**src/rtl/sys1_pause_dim.sv**
```systemverilog
// sys1_pause_dim
// Frame-synchronous user pause and screen dimming for SEGA System 1.
// The debounced pause button requests pause or resume. The request takes
// effect only at the start of vblank, so a frame is never torn. After a
// hold-off while paused, the picture fades down in steps, one step every
// FADE_FRAMES frames, until it reaches MAX_SHIFT. The hiscore pause request
// is merged into the core pause line but never changes state.
// Ports:
//   clk_sys    system clock
//   rst_n      asynchronous active-low reset
//   m_pause    pause button, active-high, synchronous to clk_sys
//   hs_pause   hiscore pause request, active-high
//   vblank     vertical blank from HVGEN, active-high
//   rgb_in     {r[2:0],g[2:0],b[1:0]} from HVGEN
//   rgb_out    dimmed colour to arcade_video, registered
//   pause_core user pause OR hs_pause, registered
//   dimmed     high while fully dimmed, registered
module sys1_pause_dim #(
    parameter logic [31:0] DIM_DELAY   = 32'd480_000_000,
    parameter int unsigned FADE_FRAMES = 4,
    parameter int unsigned MAX_SHIFT   = 1,
    parameter logic [23:0] LOCKOUT     = 24'd2_400_000
) (
    input  logic       clk_sys,
    input  logic       rst_n,
    input  logic       m_pause,
    input  logic       hs_pause,
    input  logic       vblank,
    input  logic [7:0] rgb_in,
    output logic [7:0] rgb_out,
    output logic       pause_core,
    output logic       dimmed
);

    typedef enum logic [2:0] {
        S_RUN          = 3'd0,
        S_PAUSE_PEND   = 3'd1,
        S_PAUSE_HOLD   = 3'd2,
        S_FADE         = 3'd3,
        S_DIM          = 3'd4,
        S_RESUME_PEND  = 3'd5
    } state_e;

    localparam logic [31:0] DIM_LAST  = DIM_DELAY - 32'd1;
    localparam logic [7:0]  FADE_LAST = 8'(FADE_FRAMES - 1);
    localparam logic [1:0]  MAX_LVL   = 2'(MAX_SHIFT);
    localparam logic [23:0] LOCK_LOAD = LOCKOUT - 24'd1;

    state_e      state_q, state_d;
    logic [1:0]  level_q, level_d;
    logic [31:0] timer_q, timer_d;
    logic [7:0]  fcnt_q, fcnt_d;
    logic [23:0] lock_q, lock_d;
    logic        m_pause_q;
    logic        vblank_q;
    logic [7:0]  rgb_out_q, rgb_out_d;
    logic        pause_core_q, pause_core_d;
    logic        dimmed_q, dimmed_d;

    logic        press_s;
    logic        vbs_s;
    logic        user_p_s;
    logic [1:0]  level_inc_s;

    // Edge detection: a press is ignored while the lockout window is open.
    assign press_s     = m_pause & ~m_pause_q & (lock_q == 24'd0);
    assign vbs_s       = vblank & ~vblank_q;
    assign level_inc_s = level_q + 2'd1;

    // Lockout window after an accepted press.
    always_comb begin
        lock_d = lock_q;
        if (press_s) begin
            lock_d = LOCK_LOAD;
        end else if (lock_q != 24'd0) begin
            lock_d = lock_q - 24'd1;
        end else begin
            lock_d = lock_q;
        end
    end

    // Pause/fade state machine; a press always wins over a vblank start.
    always_comb begin
        state_d = state_q;
        level_d = level_q;
        timer_d = timer_q;
        fcnt_d  = fcnt_q;
        case (state_q)
            S_RUN: begin
                if (press_s) begin
                    state_d = S_PAUSE_PEND;
                end else begin
                    state_d = S_RUN;
                end
            end
            S_PAUSE_PEND: begin
                if (press_s) begin
                    state_d = S_RUN;
                end else if (vbs_s) begin
                    state_d = S_PAUSE_HOLD;
                    timer_d = 32'd0;
                end else begin
                    state_d = S_PAUSE_PEND;
                end
            end
            S_PAUSE_HOLD: begin
                if (press_s) begin
                    state_d = S_RESUME_PEND;
                    level_d = 2'd0;
                end else if (timer_q == DIM_LAST) begin
                    state_d = S_FADE;
                    fcnt_d  = 8'd0;
                end else if (timer_q != 32'hFFFF_FFFF) begin
                    timer_d = timer_q + 32'd1;
                end else begin
                    timer_d = timer_q;
                end
            end
            S_FADE: begin
                if (press_s) begin
                    state_d = S_RESUME_PEND;
                    level_d = 2'd0;
                end else if (vbs_s) begin
                    if (fcnt_q == FADE_LAST) begin
                        fcnt_d  = 8'd0;
                        level_d = level_inc_s;
                        if (level_inc_s == MAX_LVL) begin
                            state_d = S_DIM;
                        end else begin
                            state_d = S_FADE;
                        end
                    end else begin
                        fcnt_d = fcnt_q + 8'd1;
                    end
                end else begin
                    state_d = S_FADE;
                end
            end
            S_DIM: begin
                if (press_s) begin
                    state_d = S_RESUME_PEND;
                    level_d = 2'd0;
                end else begin
                    state_d = S_DIM;
                end
            end
            S_RESUME_PEND: begin
                if (press_s) begin
                    state_d = S_PAUSE_HOLD;
                    timer_d = 32'd0;
                end else if (vbs_s) begin
                    state_d = S_RUN;
                end else begin
                    state_d = S_RESUME_PEND;
                end
            end
            default: begin
                state_d = S_RUN;
                level_d = 2'd0;
            end
        endcase
    end

    // Outputs follow the next state so picture, dim flag and pause line
    // all change on the same edge as the state itself.
    always_comb begin
        user_p_s     = (state_d == S_PAUSE_HOLD) || (state_d == S_FADE) ||
                       (state_d == S_DIM) || (state_d == S_RESUME_PEND);
        pause_core_d = user_p_s | hs_pause;
        dimmed_d     = (state_d == S_DIM);
        rgb_out_d    = {rgb_in[7:5] >> level_d, rgb_in[4:2] >> level_d,
                        rgb_in[1:0] >> level_d};
    end

    // State and output registers.
    always_ff @(posedge clk_sys or negedge rst_n) begin
        if (!rst_n) begin
            state_q      <= S_RUN;
            level_q      <= 2'd0;
            timer_q      <= 32'd0;
            fcnt_q       <= 8'd0;
            lock_q       <= 24'd0;
            m_pause_q    <= 1'b0;
            vblank_q     <= 1'b0;
            rgb_out_q    <= 8'd0;
            pause_core_q <= 1'b0;
            dimmed_q     <= 1'b0;
        end else begin
            state_q      <= state_d;
            level_q      <= level_d;
            timer_q      <= timer_d;
            fcnt_q       <= fcnt_d;
            lock_q       <= lock_d;
            m_pause_q    <= m_pause;
            vblank_q     <= vblank;
            rgb_out_q    <= rgb_out_d;
            pause_core_q <= pause_core_d;
            dimmed_q     <= dimmed_d;
        end
    end

    assign rgb_out    = rgb_out_q;
    assign pause_core = pause_core_q;
    assign dimmed     = dimmed_q;

endmodule
```
**config.mk**
```make
export PLATFORM = sky130hd
export DESIGN_NAME = sys1_pause_dim
export DESIGN_NICKNAME = d
export VERILOG_FILES = /design/src/rtl/sys1_pause_dim.sv
export SDC_FILE = /design/constraint.sdc
export NUM_CORES = 1
export LEC_CHECK = 0
export BUFFER_PORTS_ARGS = -buffer_cell sky130_fd_sc_hd__buf_2
export CORE_MARGIN = 3
export CORE_UTILIZATION = 45
export DETAILED_ROUTE_END_ITERATION = 12
export GPL_ROUTABILITY_DRIVEN = 0
export PLACE_DENSITY = 0.76
export SETUP_SLACK_MARGIN = 0.2
export SYNTH_ARGS = -nofsm -noshare
export SYNTH_HDL_FRONTEND = slang
export SYNTH_SLANG_ARGS = --single-unit
```
**constraint.sdc**
```tcl
create_clock -name clk_sys -period 3.01 [get_ports clk_sys]
set_clock_uncertainty 0.2 [all_clocks]
set_input_delay 0.4515 -clock clk_sys [delete_from_list [all_inputs] [get_ports clk_sys]]
set_output_delay 0.4515 -clock clk_sys [all_outputs]
set_load 0.05 [all_outputs]
```
======== Yosys cells after proc, flatten, opt, wreduce, memory -nomap -nowiden ========
Index checks and enable logic that the tools add are counted.
storage, ports and cells
  register bits after elaboration ......... 81
  input bits .............................. 13
  logic and storage cells ................. 91
  output and inout port bits .............. 10
operators by class
  muxes and demuxes ....................... 33
  shift operators ......................... 3
  add/subtract/negate cells ............... 4
  equality and inequality tests ........... 22
  reductions and logical operators ........ 13
  bitwise logic cells ..................... 6
operator list
  cell                   number
  $mux 32                6
  $pmux 32 s3            1
  $mux 24                2
  $mux 8                 5
  $add 32x1->32 const B  1
  $eq 32x29->1 const B   1
  $ne 32x32->1 const B   1
  $logic_not 24->1       1
  $mux 3                 8
  $reduce_bool 24->1     1
  $sub 24x1->24 const B  1
  $ne 2x2->1 const B     9
  $pmux 3 s6             1
  $pmux 8 s2             1
  $eq 3x2->1 const B     4
  $eq 3x3->1 const B     4
  $mux 2                 6
  $add 8x1->8 const B    1
  $eq 8x2->1 const B     1
  $reduce_and 7->1       1
  $pmux 2 s3             1
  $shr 3x2->3            2
  $reduce_and 5->1       1
  $reduce_bool 2->1      2
  other kinds (13)       19

======== Logic depth before layout (Yosys ltp) ========
  depth after elaboration ................. 12
  gate-level depth with buffers ........... 11
  mapped depth without buffers ............ 10

======== Worst setup path before layout ========
OpenSTA, ideal clock, no wires.
  kind .................................... reg2reg
  start ................................... register lock_q[11]
  end ..................................... register timer_q[24]
  stages on the path, launching flop included .. 11
  path slack .............................. -0.243 ns
  buffers on the path ..................... 3
  data arrival time ....................... 2.975 ns
  library setup time ...................... 0.078 ns
  cell sequence ........................... dfrtp_1 or3_4 or4_4 buf_6 nor4_4 mux2_4 o21ai_2 buf_6 clkbuf_1 o21ai_0 a21oi_1
between the ends
  word-level cells in the longest chain between the ends .. 4
  elaborated cells between the ends (all ways) .. 6
RTL lines
  element                                RTL line  RTL
  from (decl)                            53        logic [23:0] lock_q, lock_d;
  from (signal assigned)                 193       lock_q <= lock_d;
  $logic_not 24->1 (*)                   66        assign press_s = m_pause & ~m_pause_q & (lock_q == 24'd0);
  $and 1x1->1 (*)                        66
  $ne 2x2->1 (no source line)            --
  $reduce_and 7->1 (no source line) (*)  --
  to (signal assigned)                   191       timer_q <= timer_d;
  to (decl)                              51        logic [31:0] timer_q, timer_d;
Mark *: on every way between the ends. The rest lies on a longest branch, timed or not.
A chain may end at the register's enable or synchronous reset.

======== Worst setup path after layout ========
  start ................................... register lock_q[13]
  end ..................................... register timer_q[19]
The elaborated chain is that of the path after synthesis.

==> metrics.txt <==
# TYPE chip_impl_metric gauge
chip_impl_metric{name="timing.final.setup_violations",unit=""} 5
chip_impl_metric{name="timing_worst_slew_pin_value",unit="ps"} 1000
chip_impl_metric{name="maximum_level_of_the_cts_h_tree",unit=""} 3
chip_impl_metric{name="timing.critical_path.fanout_max",unit=""} 5
chip_impl_metric{name="number_of_buffers_created_by_cts",unit=""} 9
chip_impl_metric{name="routed_wl",unit="um"} 12000
chip_impl_metric{name="cp_data_arrival_time",unit="ps"} 3110
chip_impl_metric{name="crit_buf_inv",unit=""} 1
chip_impl_info{name="cp_top_family",value="simple AND/OR/NAND/NOR gates"} 1
chip_impl_metric{name="dp_cells",unit=""} 656
chip_impl_metric{name="antennaDiodeCount",unit=""} 0
chip_impl_metric{name="cts.reportedPaths.clkPinSlew",unit="ps"} 90
chip_impl_metric{name="timing.critical_path.required",unit="ps"} 3100
chip_impl_metric{name="fillCellCount",unit=""} 714
chip_impl_metric{name="grt_pass1_wl",unit="um"} 19100
chip_impl_metric{name="die_area",unit="um2"} 10800
chip_impl_metric{name="detailroute.via_count",unit=""} 4152
chip_impl_metric{name="final_core_util",unit="%"} 64.3
chip_impl_info{name="failed_checks",value="negative setup slack"} 1
chip_impl_metric{name="holdBufCountCts",unit=""} 0
chip_impl_metric{name="post_synthesis_to_final_layout_area_growth",unit="%"} 38.0
chip_impl_metric{name="remaining_drc_errors",unit=""} 0
chip_impl_metric{name="design.core.area",unit="um2"} 9280
chip_impl_metric{name="post_synthesis_cell_area",unit="um2"} 4330
chip_impl_metric{name="detailedPlacementHpwl",unit="um"} 7190
chip_impl_metric{name="grt_overflow_total",unit=""} 0
chip_impl_metric{name="hold_viol",unit=""} 0
chip_impl_metric{name="syn_nets",unit=""} 485
chip_impl_info{name="synth_top_flop_cell",value="sky130_fd_sc_hd__dfrtp_1"} 1
chip_impl_metric{name="num-nets-final",unit=""} 595
chip_impl_metric{name="synthArstFlopShare",unit="%"} 100
chip_impl_info{name="root_buffer",value="sky130_fd_sc_hd__clkbuf_8"} 1
chip_impl_info{name="min-delay-path-class",value="input pin to register"} 1
chip_impl_metric{name="starting_density",unit="%"} 46.6
chip_impl_metric{name="num_rows",unit=""} 35
chip_impl_metric{name="slew-limit-headroom",unit="%"} 33.0
chip_impl_metric{name="final_layout_size_suffix_gt1_share",unit="%"} 34.8
chip_impl_metric{name="power.ir.vdd_worst",unit="mV"} 0.341
chip_impl_metric{name="synth-edff-count",unit=""} 0
chip_impl_metric{name="dr_wl_met2",unit="um"} 6210
chip_impl_metric{name="final-max-slew-violation-count",unit=""} 0
chip_impl_info{name="slowest_stage",value="sky130_fd_sc_hd__or4_4"} 1
chip_impl_metric{name="grt_pass1_vias",unit=""} 4033
chip_impl_metric{name="detail_route.vias_per_cell",unit=""} 5.85
chip_impl_metric{name="grt_antenna_before_repair",unit=""} 0
chip_impl_info{name="crit_chain",value="or3_4 > or4_4 > nor4_4 > mux2_4 > o21ai_4 > buf_12 > or4_4 > a21oi_2"} 1
chip_impl_metric{name="place_ws",unit="ps"} -29.5
chip_impl_metric{name="dieHeight",unit="um"} 104
chip_impl_metric{name="syn-instance-count",unit=""} 467
chip_impl_metric{name="post_route_design_area",unit="um2"} 5970
chip_impl_metric{name="cell_area_reported_after_detailed_placement",unit="um2"} 5000
chip_impl_metric{name="wirelength_met1",unit="um"} 4890
chip_impl_metric{name="finalPower",unit="mW"} 2.73
chip_impl_metric{name="ctsLongestPathBuffers",unit=""} 2
chip_impl_metric{name="timing.final.crit_share",unit="%"} 101
chip_impl_metric{name="seq_area_frac_synth",unit="%"} 46.9
chip_impl_metric{name="buffer_ports.inserted",unit=""} 22
chip_impl_metric{name="grt_start_max_net_pins",unit=""} 82
chip_impl_metric{name="p_leak",unit="nW"} 2.65
chip_impl_info{name="clock_tree_from_tritoncts",value="yes"} 1
chip_impl_info{name="crit_path_frequent_cell",value="sky130_fd_sc_hd__or4_4"} 1
chip_impl_metric{name="timing.fmax",unit="MHz"} 330
chip_impl_metric{name="period_needed",unit="ps"} 3030
chip_impl_metric{name="clkLatencyLatePin",unit="ps"} 360
chip_impl_info{name="worstSetupStartpointType",value="register"} 1
chip_impl_metric{name="post_layout_nonfiller_instances",unit=""} 710
chip_impl_info{name="grt_setup_unrepaired",value="true"} 1
chip_impl_metric{name="ys_seq_elements",unit=""} 81
chip_impl_metric{name="worst_slack",unit="ps"} -15.7
chip_impl_metric{name="postSynthAreaPerCell",unit="um2"} 9.26
chip_impl_metric{name="ys_warn_count",unit=""} 0
chip_impl_info{name="timing.setup.critical_path_class",value="register to register"} 1
chip_impl_metric{name="yosysUniqueCellTypes",unit=""} 47
chip_impl_metric{name="die_width",unit="um"} 104
chip_impl_info{name="worstSetupEndpointType",value="register"} 1
chip_impl_metric{name="crit_path_max_incr_delay",unit="ps"} 580
chip_impl_metric{name="wl_met3",unit="um"} 610
chip_impl_metric{name="fin_setup_tns",unit="ps"} -27.7
chip_impl_metric{name="ios",unit=""} 23
chip_impl_metric{name="gr-usage-all-layers",unit="%"} 21.2
chip_impl_metric{name="cts_sinks",unit=""} 81
chip_impl_metric{name="detail_route.iter0.violations",unit=""} 278
chip_impl_info{name="dr.max_layer_used",value="met4"} 1
chip_impl_metric{name="power_density",unit="nW/um2"} 457
chip_impl_metric{name="wl_per_cell",unit="um"} 16.9
chip_impl_metric{name="max_cap_viols",unit=""} 0
chip_impl_metric{name="drt_pre_antenna_iters",unit=""} 5
chip_impl_metric{name="drt.antenna.violating_nets",unit=""} 0
chip_impl_metric{name="finalHoldWorstSlack",unit="ps"} 22.2
chip_impl_info{name="outcome",value="complete, but fails checks"} 1
==> metal layers <==
metal | up-vias | global-route usage, %
met5 | - | 0
met4 | 0 | 4.94
met3 | 37 | 4.66
met2 | 144 | 36.8
met1 | 2038 | 27.2
li1 | 1933 | -
==> cell usage after synthesis, types with 2 or more instances <==
| cell | n | share of area, % |
|---|---|---|
| sky130_fd_sc_hd__nand4_1 | 14 | 2.0 |
| sky130_fd_sc_hd__o211ai_1 | 4 | 0.69 |
| sky130_fd_sc_hd__or4_1 | 13 | 2.3 |
| sky130_fd_sc_hd__a211oi_1 | 3 | 0.52 |
| sky130_fd_sc_hd__nand2_1 | 38 | 3.3 |
| sky130_fd_sc_hd__o2111ai_1 | 2 | 0.41 |
| sky130_fd_sc_hd__nand3_1 | 19 | 2.2 |
| sky130_fd_sc_hd__buf_6 | 2 | 0.52 |
| sky130_fd_sc_hd__nor2b_1 | 6 | 0.87 |
| sky130_fd_sc_hd__nand2b_1 | 10 | 1.4 |
| sky130_fd_sc_hd__inv_1 | 9 | 0.78 |
| sky130_fd_sc_hd__nor4_1 | 10 | 1.4 |
| sky130_fd_sc_hd__and2_1 | 6 | 0.87 |
| sky130_fd_sc_hd__nor2_1 | 48 | 4.2 |
| sky130_fd_sc_hd__xor2_1 | 13 | 2.6 |
| sky130_fd_sc_hd__and4_1 | 6 | 1.2 |
| sky130_fd_sc_hd__or2_2 | 2 | 0.29 |
| sky130_fd_sc_hd__and3_1 | 11 | 1.6 |
| sky130_fd_sc_hd__a31oi_1 | 2 | 0.29 |
| sky130_fd_sc_hd__nor3_1 | 19 | 2.2 |
| sky130_fd_sc_hd__o31ai_1 | 12 | 2.1 |
| sky130_fd_sc_hd__nand4b_1 | 3 | 0.61 |
| sky130_fd_sc_hd__dfrtp_1 | 81 | 47 |
| sky130_fd_sc_hd__o21ai_0 | 30 | 3.5 |
| sky130_fd_sc_hd__mux2i_1 | 12 | 2.8 |
| sky130_fd_sc_hd__a21oi_1 | 30 | 3.5 |
| sky130_fd_sc_hd__or3_1 | 14 | 2.0 |
| sky130_fd_sc_hd__clkbuf_1 | 14 | 1.2 |
| sky130_fd_sc_hd__ha_1 | 5 | 1.4 |
| sky130_fd_sc_hd__xnor2_1 | 12 | 2.4 |
==> cells by family (layout without fill, tap and decap cells) <==
| family | count (synthesis) | after routing | share of synthesized area, % |
|---|---|---|---|
| AOI/OAI and AO/OA | 90 | 90 | 12.4 |
| and+or+nand+nor | 225 | 226 | 28.1 |
| buffers and inverters | 27 | 140 | 2.69 |
| xor gates and xnor gates | 25 | 25 | 5.06 |
| DFF | 81 | 81 | 46.9 |
| adders and majority gates | 5 | 5 | 1.45 |
| muxes | 14 | 14 | 3.38 |
==> path summary, 6_finish.rpt <==
path | start | to | slack (ps) | depth (start not counted)
worst min-delay path | m_pause | m_pause_q | 20 | 1
worst max register to register | lock_q[13] | timer_q[19] | -20 | 8
max in group asynchronous | rst_n | timer_q[30] | 1900 | 1
min in group asynchronous | rst_n | timer_q[24] | 50 | 1
worst min register to register | lock_q[19] | lock_q[19] | 280 | 1
worst max-delay path | lock_q[13] | timer_q[19] | -20 | 8
==> placed cells by master, fill, tap and decap left out, drive strengths merged, types with 7 or more instances in the layout <==
master / instances
nand3: 19
nand4: 14
nor4: 11
dfrtp: 81
and3: 11
buf: 113
xnor2: 12
o21ai: 31
and2: 7
clkbuf: 10
nand2b: 10
nor3: 19
a21oi: 30
or4: 14
or3: 15
inv: 10
nor2: 48
mux2i: 12
nand2: 39
xor2: 13
o31ai: 12
==> power by group <==
| part | internal, mW | total (mW) | leakage, nW | switching (mW) |
|---|---|---|---|---|
| clock network | 0.552 | 0.965 | 0.120 | 0.413 |
| registers | 1.19 | 1.29 | 1.04 | 0.0980 |
| logic | 0.227 | 0.473 | 1.49 | 0.247 |
==> flip-flops by register name (all words and copies together), names as in the netlist <==
| signal | cells |
|---|---|
| lock_q | 24 |
| level_q | 2 |
| vblank_q | 1 |
| m_pause_q | 1 |
| fcnt_q | 8 |
| rgb_out | 8 |
| timer_q | 32 |
| pause_core | 1 |
| state_q | 3 |
| dimmed | 1 |
==> timing repair <==
item / CTS / global route
resized for setup: 39 / 47
hold endpoints to repair: 0 / 0
pin swaps: 22 / 29
buffers inserted: 24 / 11
endpoints found under the setup margin: 46 / 59
gates cloned: 3 / 1
==> area by class of cell <==
type                    instances  area [um2]  area share [%]
multi-input cells             360        2580            43.3
flip-flops and latches         81        2030            34.0
repair buffers                115         912            15.3
well taps                     129         161            2.70
clock buffers                   9         124            2.08
clock inverters                 6         116            1.95
inverters                      10        42.5           0.713
(Power assumes the default switching activity.)
